<file path="config.mk">
export PLATFORM = sky130hd
export DESIGN_NAME = mc_control
export DESIGN_NICKNAME = d
export VERILOG_FILES = /design/src/rtl/mc_control_pkg.sv /design/src/rtl/mc_control_mem_wait_timer.sv /design/src/rtl/mc_control.sv
export SDC_FILE = /design/constraint.sdc
export NUM_CORES = 1
export LEC_CHECK = 0
export BUFFER_PORTS_ARGS = -buffer_cell sky130_fd_sc_hd__buf_2
export CORE_UTILIZATION = 50
export DETAILED_ROUTE_END_ITERATION = 8
export PLACE_DENSITY = 0.79
export SETUP_SLACK_MARGIN = 0.05
export SLEW_MARGIN = 20
export SYNTH_ARGS = -nofsm -noshare
export SYNTH_HDL_FRONTEND = slang
export SYNTH_SLANG_ARGS = --single-unit
</file>
<file path="constraint.sdc">
create_clock -name clk -period 3.9 [get_ports clk]
set_clock_uncertainty 0.1 [all_clocks]
set_input_delay 0.78 -clock clk [delete_from_list [all_inputs] [get_ports clk]]
set_output_delay 0.78 -clock clk [all_outputs]
set_load 0.1 [all_outputs]
</file>
<file path="src/rtl/mc_control_pkg.sv">
// mc_control_pkg: shared types and encodings for the multi-cycle MIPS control FSM.
//   mc_state_t    - FSM state enumeration
//   Op*           - supported IR[31:26] opcodes
//   PcSrc*, RegDst*, MemToReg*, AluSrcB*, AluOp* - datapath mux/ALU encodings
//   cnt_width()   - wait-counter width for a given TIMEOUT (never below 1 bit)
package mc_control_pkg;

    typedef enum logic [3:0] {
        StFetch,
        StDecode,
        StExecute,
        StAluWb,
        StAddiExec,
        StAddiWb,
        StMemAddr,
        StMemRead,
        StMemWb,
        StMemWrite,
        StBranch,
        StJump,
        StJal
    } mc_state_t;

    localparam logic [5:0] OpRtype = 6'b000000;
    localparam logic [5:0] OpLw    = 6'b100011;
    localparam logic [5:0] OpSw    = 6'b101011;
    localparam logic [5:0] OpBeq   = 6'b000100;
    localparam logic [5:0] OpBne   = 6'b000101;
    localparam logic [5:0] OpAddi  = 6'b001000;
    localparam logic [5:0] OpJ     = 6'b000010;
    localparam logic [5:0] OpJal   = 6'b000011;

    localparam logic [1:0] PcSrcAlu    = 2'b00;
    localparam logic [1:0] PcSrcAluOut = 2'b01;
    localparam logic [1:0] PcSrcJump   = 2'b10;

    localparam logic [1:0] RegDstRt = 2'b00;
    localparam logic [1:0] RegDstRd = 2'b01;
    localparam logic [1:0] RegDst31 = 2'b10;

    localparam logic [1:0] MemToRegAluOut = 2'b00;
    localparam logic [1:0] MemToRegMdr    = 2'b01;
    localparam logic [1:0] MemToRegPc     = 2'b10;

    localparam logic [1:0] AluSrcBReg   = 2'b00;
    localparam logic [1:0] AluSrcBFour  = 2'b01;
    localparam logic [1:0] AluSrcBImm   = 2'b10;
    localparam logic [1:0] AluSrcBImmSh = 2'b11;

    localparam logic [1:0] AluOpAdd   = 2'b00;
    localparam logic [1:0] AluOpSub   = 2'b01;
    localparam logic [1:0] AluOpFunct = 2'b10;

    // A zero TIMEOUT still needs a 1-bit counter so the ports stay legal.
    function automatic int unsigned cnt_width(input int unsigned timeout);
        return (timeout == 0) ? 1 : $clog2(timeout + 1);
    endfunction

endpackage

</file>
<file path="src/rtl/mc_control_mem_wait_timer.sv">
// mem_wait_timer: saturating wait-cycle counter for one memory access.
//   clk, rst  - clock, asynchronous active-high reset
//   clr       - restart the count (takes priority over inc)
//   inc       - count one more wait cycle
//   at_limit  - count equals TIMEOUT (never asserted when TIMEOUT is 0)
module mem_wait_timer
    import mc_control_pkg::*;
#(
    parameter int unsigned TIMEOUT = 16
) (
    input  logic clk,
    input  logic rst,
    input  logic clr,
    input  logic inc,
    output logic at_limit
);

    localparam int unsigned CntW = cnt_width(TIMEOUT);

    logic [CntW-1:0] cnt;

    always_ff @(posedge clk or posedge rst) begin
        if (rst) begin
            cnt <= '0;
        end else if (clr) begin
            cnt <= '0;
        end else if (inc && (cnt != {CntW{1'b1}})) begin
            cnt <= cnt + 1'b1;
        end
    end

    assign at_limit = (TIMEOUT != 0) && (cnt == CntW'(TIMEOUT));

endmodule

</file>
<file path="src/rtl/mc_control.sv">
// mc_control: multi-cycle control FSM for the MIPS datapath. Sequences each instruction through
// fetch/decode/execute/memory/writeback and decodes the datapath controls combinationally
// from the current state. Memory accesses handshake on mem_ready with an optional timeout.
//   Parameter TIMEOUT: max wait cycles per memory access, 0 disables the timeout.
//   Inputs : clk, rst (async, active high), opcode (IR[31:26]), zero (ALU flag), mem_ready.
//   Outputs: mem_req, mem_write, i_or_d, ir_write, pc_write, pc_src, reg_dst, mem_to_reg,
//            reg_write, alu_src_a, alu_src_b, alu_op, illegal (pulse), bus_err (sticky).
//   Build option: define MC_CONTROL_JAL_EN to decode opcode 000011 as jal; otherwise it is
//   treated as an illegal opcode.
module mc_control
    import mc_control_pkg::*;
#(
    parameter int unsigned TIMEOUT = 16
) (
    input  logic       clk,
    input  logic       rst,
    input  logic [5:0] opcode,
    input  logic       zero,
    input  logic       mem_ready,
    output logic       mem_req,
    output logic       mem_write,
    output logic       i_or_d,
    output logic       ir_write,
    output logic       pc_write,
    output logic [1:0] pc_src,
    output logic [1:0] reg_dst,
    output logic [1:0] mem_to_reg,
    output logic       reg_write,
    output logic       alu_src_a,
    output logic [1:0] alu_src_b,
    output logic [1:0] alu_op,
    output logic       illegal,
    output logic       bus_err
);

    mc_state_t state;
    logic      in_mem;
    logic      at_limit;
    logic      timeout_fire;
    logic      wait_clr;
    logic      wait_inc;

    assign in_mem = (state == StFetch) || (state == StMemRead) || (state == StMemWrite);

    // mem_ready wins over a timeout reached in the same cycle.
    assign timeout_fire = in_mem && !mem_ready && at_limit;

    // Clearing whenever the access ends (or outside memory states) guarantees a fresh count on
    // entry, including the back-to-back MEM_WRITE -> FETCH case.
    assign wait_clr = !in_mem || mem_ready || timeout_fire;
    assign wait_inc = in_mem && !mem_ready;

    mem_wait_timer #(
        .TIMEOUT (TIMEOUT)
    ) u_mem_wait_timer (
        .clk      (clk),
        .rst      (rst),
        .clr      (wait_clr),
        .inc      (wait_inc),
        .at_limit (at_limit)
    );

    always_ff @(posedge clk or posedge rst) begin
        if (rst) begin
            state   <= StFetch;
            bus_err <= 1'b0;
        end else begin
            if (timeout_fire) begin
                bus_err <= 1'b1;
            end
            unique case (state)
                StFetch: begin
                    // On timeout we simply stay: the retry reuses the unchanged PC.
                    if (mem_ready) state <= StDecode;
                end
                StDecode: begin
                    case (opcode)
                        OpRtype:      state <= StExecute;
                        OpLw, OpSw:   state <= StMemAddr;
                        OpBeq, OpBne: state <= StBranch;
                        OpAddi:       state <= StAddiExec;
                        OpJ:          state <= StJump;
`ifdef MC_CONTROL_JAL_EN
                        OpJal:        state <= StJal;
`endif
                        default:      state <= StFetch;
                    endcase
                end
                StExecute:  state <= StAluWb;
                StAluWb:    state <= StFetch;
                StAddiExec: state <= StAddiWb;
                StAddiWb:   state <= StFetch;
                StMemAddr:  state <= (opcode == OpLw) ? StMemRead : StMemWrite;
                StMemRead: begin
                    if (mem_ready) begin
                        state <= StMemWb;
                    end else if (timeout_fire) begin
                        state <= StFetch;
                    end
                end
                StMemWb: state <= StFetch;
                StMemWrite: begin
                    if (mem_ready || timeout_fire) state <= StFetch;
                end
                StBranch: state <= StFetch;
                StJump:   state <= StFetch;
                StJal:    state <= StFetch;
                default:  state <= StFetch;
            endcase
        end
    end

    // Outputs are forced low while rst is high so an in-flight access drops immediately.
    always_comb begin
        mem_req    = 1'b0;
        mem_write  = 1'b0;
        i_or_d     = 1'b0;
        ir_write   = 1'b0;
        pc_write   = 1'b0;
        pc_src     = PcSrcAlu;
        reg_dst    = RegDstRt;
        mem_to_reg = MemToRegAluOut;
        reg_write  = 1'b0;
        alu_src_a  = 1'b0;
        alu_src_b  = AluSrcBReg;
        alu_op     = AluOpAdd;
        illegal    = 1'b0;
        if (!rst) begin
            unique case (state)
                StFetch: begin
                    mem_req   = 1'b1;
                    alu_src_b = AluSrcBFour;
                    ir_write  = mem_ready;
                    pc_write  = mem_ready;
                end
                StDecode: begin
                    alu_src_b = AluSrcBImmSh;
                    case (opcode)
                        OpRtype, OpLw, OpSw, OpBeq, OpBne, OpAddi, OpJ: illegal = 1'b0;
`ifdef MC_CONTROL_JAL_EN
                        OpJal:   illegal = 1'b0;
`endif
                        default: illegal = 1'b1;
                    endcase
                end
                StExecute: begin
                    alu_src_a = 1'b1;
                    alu_op    = AluOpFunct;
                end
                StAluWb: begin
                    reg_dst   = RegDstRd;
                    reg_write = 1'b1;
                end
                StAddiExec, StMemAddr: begin
                    alu_src_a = 1'b1;
                    alu_src_b = AluSrcBImm;
                end
                StAddiWb: begin
                    reg_write = 1'b1;
                end
                StMemRead: begin
                    mem_req = 1'b1;
                    i_or_d  = 1'b1;
                end
                StMemWb: begin
                    mem_to_reg = MemToRegMdr;
                    reg_write  = 1'b1;
                end
                StMemWrite: begin
                    mem_req   = 1'b1;
                    mem_write = 1'b1;
                    i_or_d    = 1'b1;
                end
                StBranch: begin
                    alu_src_a = 1'b1;
                    alu_op    = AluOpSub;
                    pc_src    = PcSrcAluOut;
                    pc_write  = (opcode == OpBne) ? !zero : zero;
                end
                StJump: begin
                    pc_write = 1'b1;
                    pc_src   = PcSrcJump;
                end
                StJal: begin
`ifdef MC_CONTROL_JAL_EN
                    reg_dst    = RegDst31;
                    mem_to_reg = MemToRegPc;
                    reg_write  = 1'b1;
                    pc_write   = 1'b1;
                    pc_src     = PcSrcJump;
`endif
                end
                default: ;
            endcase
        end
    end

endmodule

</file>
### Yosys cells after proc, flatten, opt, wreduce, memory -nomap -nowiden

Cells that the tools add are included.

* add/subtract/negate cells: 1
* equal/unequal tests: 22
* mux-type cells: 37
* reduce and logical (&&, ||, !) cells: 23

Operators by type and width (number)
* $pmux 4 s7: 1
* $mux 1: 21
* $mux 4: 5
* $pmux 4 s5: 1
* $eq 4x3->1 const B: 4
* $eq 4x4->1 const B: 4
* $eq 6x3->1 const B: 2
* $eq 6x6->1 const B: 2
* $mux 5: 2
* $eq 4x2->1 const B: 2
* $pmux 2 s2: 2
* $reduce_or 2->1: 4
* $reduce_or 7->1: 1
* $eq 6x2->1 const B: 1
* $eq 6x4->1 const B: 1
* $logic_not 6->1: 1
* $mux 2: 3
* $pmux 2 s3: 1
* $reduce_or 3->1: 2
* $add 5x1->5 const B: 1
* $eq 5x5->1 const B: 1
* $logic_or 1x1->1: 5
* $ne 5x5->1 const B: 1
* $eq 4x1->1 const B: 1
* 10 further kinds: 14

* bits in registers: 10
* output and inout port bits: 19

### Longest topological paths before layout

* depth in word-level cells: 8
* gate-level depth with buffers: 6
* depth with buffers taken out: 6

### Modules after synthesis

Synthesis repeated with hierarchy kept, for this count alone.

* cells, all modules: 116
* area total of the unflattened synthesis: 917.1 um^2

Modules (own cells, without submodules)
* mc_control: instances 1, cells an instance 89, area each 615.6 um^2
* mem_wait_timer: instances 1, cells an instance 27, area each 301.5 um^2

### Worst setup path before layout

Ideal clock, no wire load.

* kind: reg2out
* start point: register state[2]
* end point: output port alu_src_a
* arrival time: 5.480 ns
* data required time: 3.020 ns
* slack: -2.460 ns
* stages on the path, launching flop included: 4
* buffers on the path: 1
* cells stage by stage: dfrtp_1 buf_1 nor2_1 a2111oi_0

* cells in the longest elaborated chain, start to end: 4

Ends and longest elaborated chain
* start: declaration: line mc_control.sv:36 `mc_state_t state;`
* start signal: assignment: line mc_control.sv:65 `state <= StFetch;`
* start signal: assignment: line mc_control.sv:74 `if (mem_ready) state <= StDecode;`
* start signal: assignment: line mc_control.sv:78 `OpRtype: state <= StExecute;`
* $eq 4x4->1, or another cell as far along: line mc_control.sv:129 `unique case (state)`
* $reduce_or 4->1 (no source line) *
* $mux 1 *: line mc_control.sv:129
* $mux 1 *: line mc_control.sv:128 `if (!rst) begin`
* end: declaration: line mc_control.sv:29 `output logic alu_src_a,`

Every way passes the cells marked *; elsewhere a longest branch is shown, timed or not.

### Worst setup path after layout

* start point: input port rst
* end point: output port illegal

* cells in the longest elaborated chain, start to end: 1

Ends and longest elaborated chain
* start: declaration: line mc_control.sv:16 `input logic rst,`
* $mux 1: line mc_control.sv:128
* end: declaration: line mc_control.sv:32 `output logic illegal,`

Every way passes these cells.

==> results <==
- The clock passes through at most 2 buffers.
- The final hold violation count is 0.
- The maximum number of pins on one net before global-route repair is 16.
- The kind of launch point of the worst setup path is an input port.
- The wire length reported by the detailed router is 2.02 mm.
- The signed area change from the synthesized netlist to the final layout is 19.5%.
- The clock-pin slew on the worst setup and hold paths is 0.06 ns.
- The number of enable-type register cells in the synthesized netlist is 0.
- The required arrival time at the worst endpoint is 3.02 ns.
- The number of gates resized after CTS was 0.
- The mapped netlist covers 886 µm².
- Headroom to the max-slew limit came out at 63.3%.
- The number of buffers and inverters on the critical path is 2.
- The die area is 1940 µm².
- The initial antenna violation count came to 0.
- The run finished, with violations left.
- The buffer cell driving the clock tree root is clkbuf_4.
- The routed layout has 908 vias.
- In this run the vertical extent of the chip is 44.1 µm.
- The actual slew at the worst max-slew pin is 0.544 ns.
- The number of CTS-inserted buffers is 3.
- Data arrives at the worst endpoint at 2.17 ns.
- In this run the standard cell core region covers 1580 µm².
- The share of the clock period used by the worst path after layout is 78.3%.
- The remaining design rule violation count is 3.
- The worst-case vdd ir drop is 324 µV.
- The cell with the largest stage delay on the worst path is buf_2.
- Cells with a size suffix above 1 make up 25.2% of the layout.
- CTS saw 10 sinks.
- The library cells used most frequently in the layout, excluding fill and tap cells, are buf_2, nor2_1, dfrtp_1.
- The number of nets at the end of the flow is 153.
- The core utilization of the finished layout is 67.1%.
- After detailed placement, the design holds a cell count of 151.
- The minimum clock period is 3.05 ns.
- Setup repair after global routing left no endpoint under its margin.
- The iteration count of the initial detailed-routing pass is 6.
- For this run, the top clock speed supported by timing is 328 MHz.
- Of all nets on the critical path, the largest fanout is 8.
- The initial utilization of the core area, before any placement, comes to 56.2%.
- After synthesis, flip-flops and latches occupy 28.2% of the total area.
- The clock tree from TritonCTS is yes.
- In the final layout, the multi-input gates occupy 603 µm².
- The total congestion overflow is 0.
- By instance count, the cell type seen most on the critical path is buf_2.
- Buffers added to address setup during post-CTS repair amount to 0.
- The largest incremental delay on the critical path is 0.44 ns.
- The average footprint of a synthesized cell is 7.77 µm².
- The leakage power total is 0.514 nW.
- The I/O pin count is 29.
- Traced cell by cell, the critical path runs through buf_2 -> or3_1 -> a211o_1 -> a21oi_1 -> buf_2.
- 0 antenna diodes ended up in the layout.
- The number of global-route vias before repair is 756.
- Setup violations remaining at the end of the flow were counted as 0.
- CTS built an H-tree with a depth of 1.
- The first-pass GRT wire length is 3.14 mm.
- Leaving out fill and tap cells, the most frequent cell in the layout is buf_2.
- Max-cap violations in this run came to 0.
- The number of routed nets with antenna violations is 0.
- The areal power density over the cells is 570 nW/µm².
- The finished layout holds 155 standard cells, fillers aside.
- At the later pin of the worst-skew pair, clock insertion delay measures 0.27 ns.
- The path class of the tightest hold or removal check is flip-flop to flip-flop.
- The final weighted congestion of routability-driven global placement is 0.837.
- The floorplan row count is 14.
- The synthesized netlist cell count is 114.
- Input and output buffers added on the ports amount to 26.
- The hold-fix buffer count after cts is 0.
- The HPWL after detailed placement is 1.58 mm.
- The filler cells instantiated in the layout total 139.
- The number of distinct library cells after synthesis is 41.
- The critical setup path kind is input port to output port.
- The floorplan step set the die width to 44.1 µm.
- The detailed router's first-iteration violation count is 23.
- The warning count from the yosys run is 0.
- Using the TritonRoute via totals, the vias-per-cell ratio works out to 5.86.
- The most used flip-flop cell after synthesis is dfrtp_1.
- Synthesis inferred 10 register bits.
- Counting flops with an async set or reset pin after synthesis yields a share of 100%.
- The kind of cell with the highest combined delay along the critical path is buffers and inverters.
- Dividing the detail-routed wire length by the instance count gives 13.0 µm.
- The final reports fail on DRC.
- The area of all sequential standard cells is 250 µm².
- The global-route usage over all layers is 21.3%.
- The final max-slew violation count is 0.
- The category of the worst setup path capture point is an output port.
- In the final timing run, aggregate negative setup slack is 0 ns.
==> per-layer routing <==
metal | up-vias | track usage, % | part of all wire (%)
met2 | 37 | 32.4 | 46
met3 | 0 | 7.76 | 8.2
li1 | 467 | - | -
met1 | 404 | 29.5 | 46
met5 | - | 0 | 0
met4 | 0 | 3.64 | 0
==> metrics by stage <==
| step | setup WS [ns] | total power [W] | cell area, µm² | hold slack (ns) |
|---|---|---|---|---|
| after floorplan | 0.0262 | 0.000454 | 903 | 0.411 |
| after global placement | 0.875 | 0.000505 | 1020 | 0.365 |
| after detailed placement | 0.841 | 0.000510 | 1020 | 0.383 |
| after CTS | 0.839 | 0.000602 | 1060 | 0.399 |
| after global routing | 0.696 | 0.000639 | 1060 | 0.405 |
| final | 0.847 | 0.000604 | 1060 | 0.397 |
==> worst paths after layout <==
| path | cells after the start | slack, ns | from | end |
|---|---|---|---|---|
| max in group asynchronous | 2 | 2.98 | rst | u_mem_wait_timer.cnt[1] |
| min | 1 | 0.40 | bus_err | bus_err |
| min in group asynchronous | 2 | 0.45 | rst | state[0] |
| min reg2reg | 1 | 0.40 | bus_err | bus_err |
| max reg2reg | 4 | 1.86 | state[3] | state[0] |
| max | 5 | 0.85 | rst | illegal |
==> final cells by class <==
type | count | area share (%)
inverters | 5 | 1.77
repair buffers | 26 | 12.3
well taps | 16 | 1.89
flip-flops and latches | 10 | 23.6
multi-input cells | 94 | 57.0
clock buffers | 4 | 3.43
==> where the power goes <==
group / internal, W / leakage, nW / total (W) / switching [W]
sequential: 0.000119 / 0.136 / 0.000165 / 0.0000463
clock: 0.0000567 / 0.0210 / 0.0000914 / 0.0000347
combinational: 0.0000777 / 0.357 / 0.000347 / 0.000269
==> logic make-up (layout without fill, tap and decap cells) <==
| group | after synthesis | count (layout) | share of synthesized area [%] |
|---|---|---|---|
| simple gates | 60 | 60 | 35.6 |
| compound gates | 22 | 22 | 18.6 |
| buf+inv | 11 | 35 | 5.65 |
| flops | 10 | 10 | 28.2 |
| xor+xnor | 5 | 5 | 4.94 |
| fa+ha+maj | 3 | 3 | 4.24 |
| mux | 2 | 2 | 2.26 |
| other cells | 1 | 2 | 0.423 |
==> state kept, by name (all words and copies together), names as in the netlist <==
name	flops
u_mem_wait_timer.cnt	5
state	4
bus_err	1
==> synth_stat cells, types with 2 or more instances <==
master	instances	share of area, %
a21oi_1	5	2.8
a31oi_1	2	1.4
a32oi_1	2	2.0
and3_1	2	1.4
buf_4	2	1.7
clkbuf_1	2	0.85
dfrtp_1	10	28
ha_1	3	4.2
inv_1	5	2.1
mux2i_1	2	2.3
nand2_1	6	2.5
nand2b_1	5	3.5
nand3_1	4	2.3
nand4b_1	2	2.0
nor2_1	21	8.9
nor2b_1	4	2.8
nor3_1	7	4.0
o21ai_0	3	1.7
or3_1	2	1.4
xnor2_1	2	2.0
xor2_1	3	3.0
(Power assumes the default switching activity.)
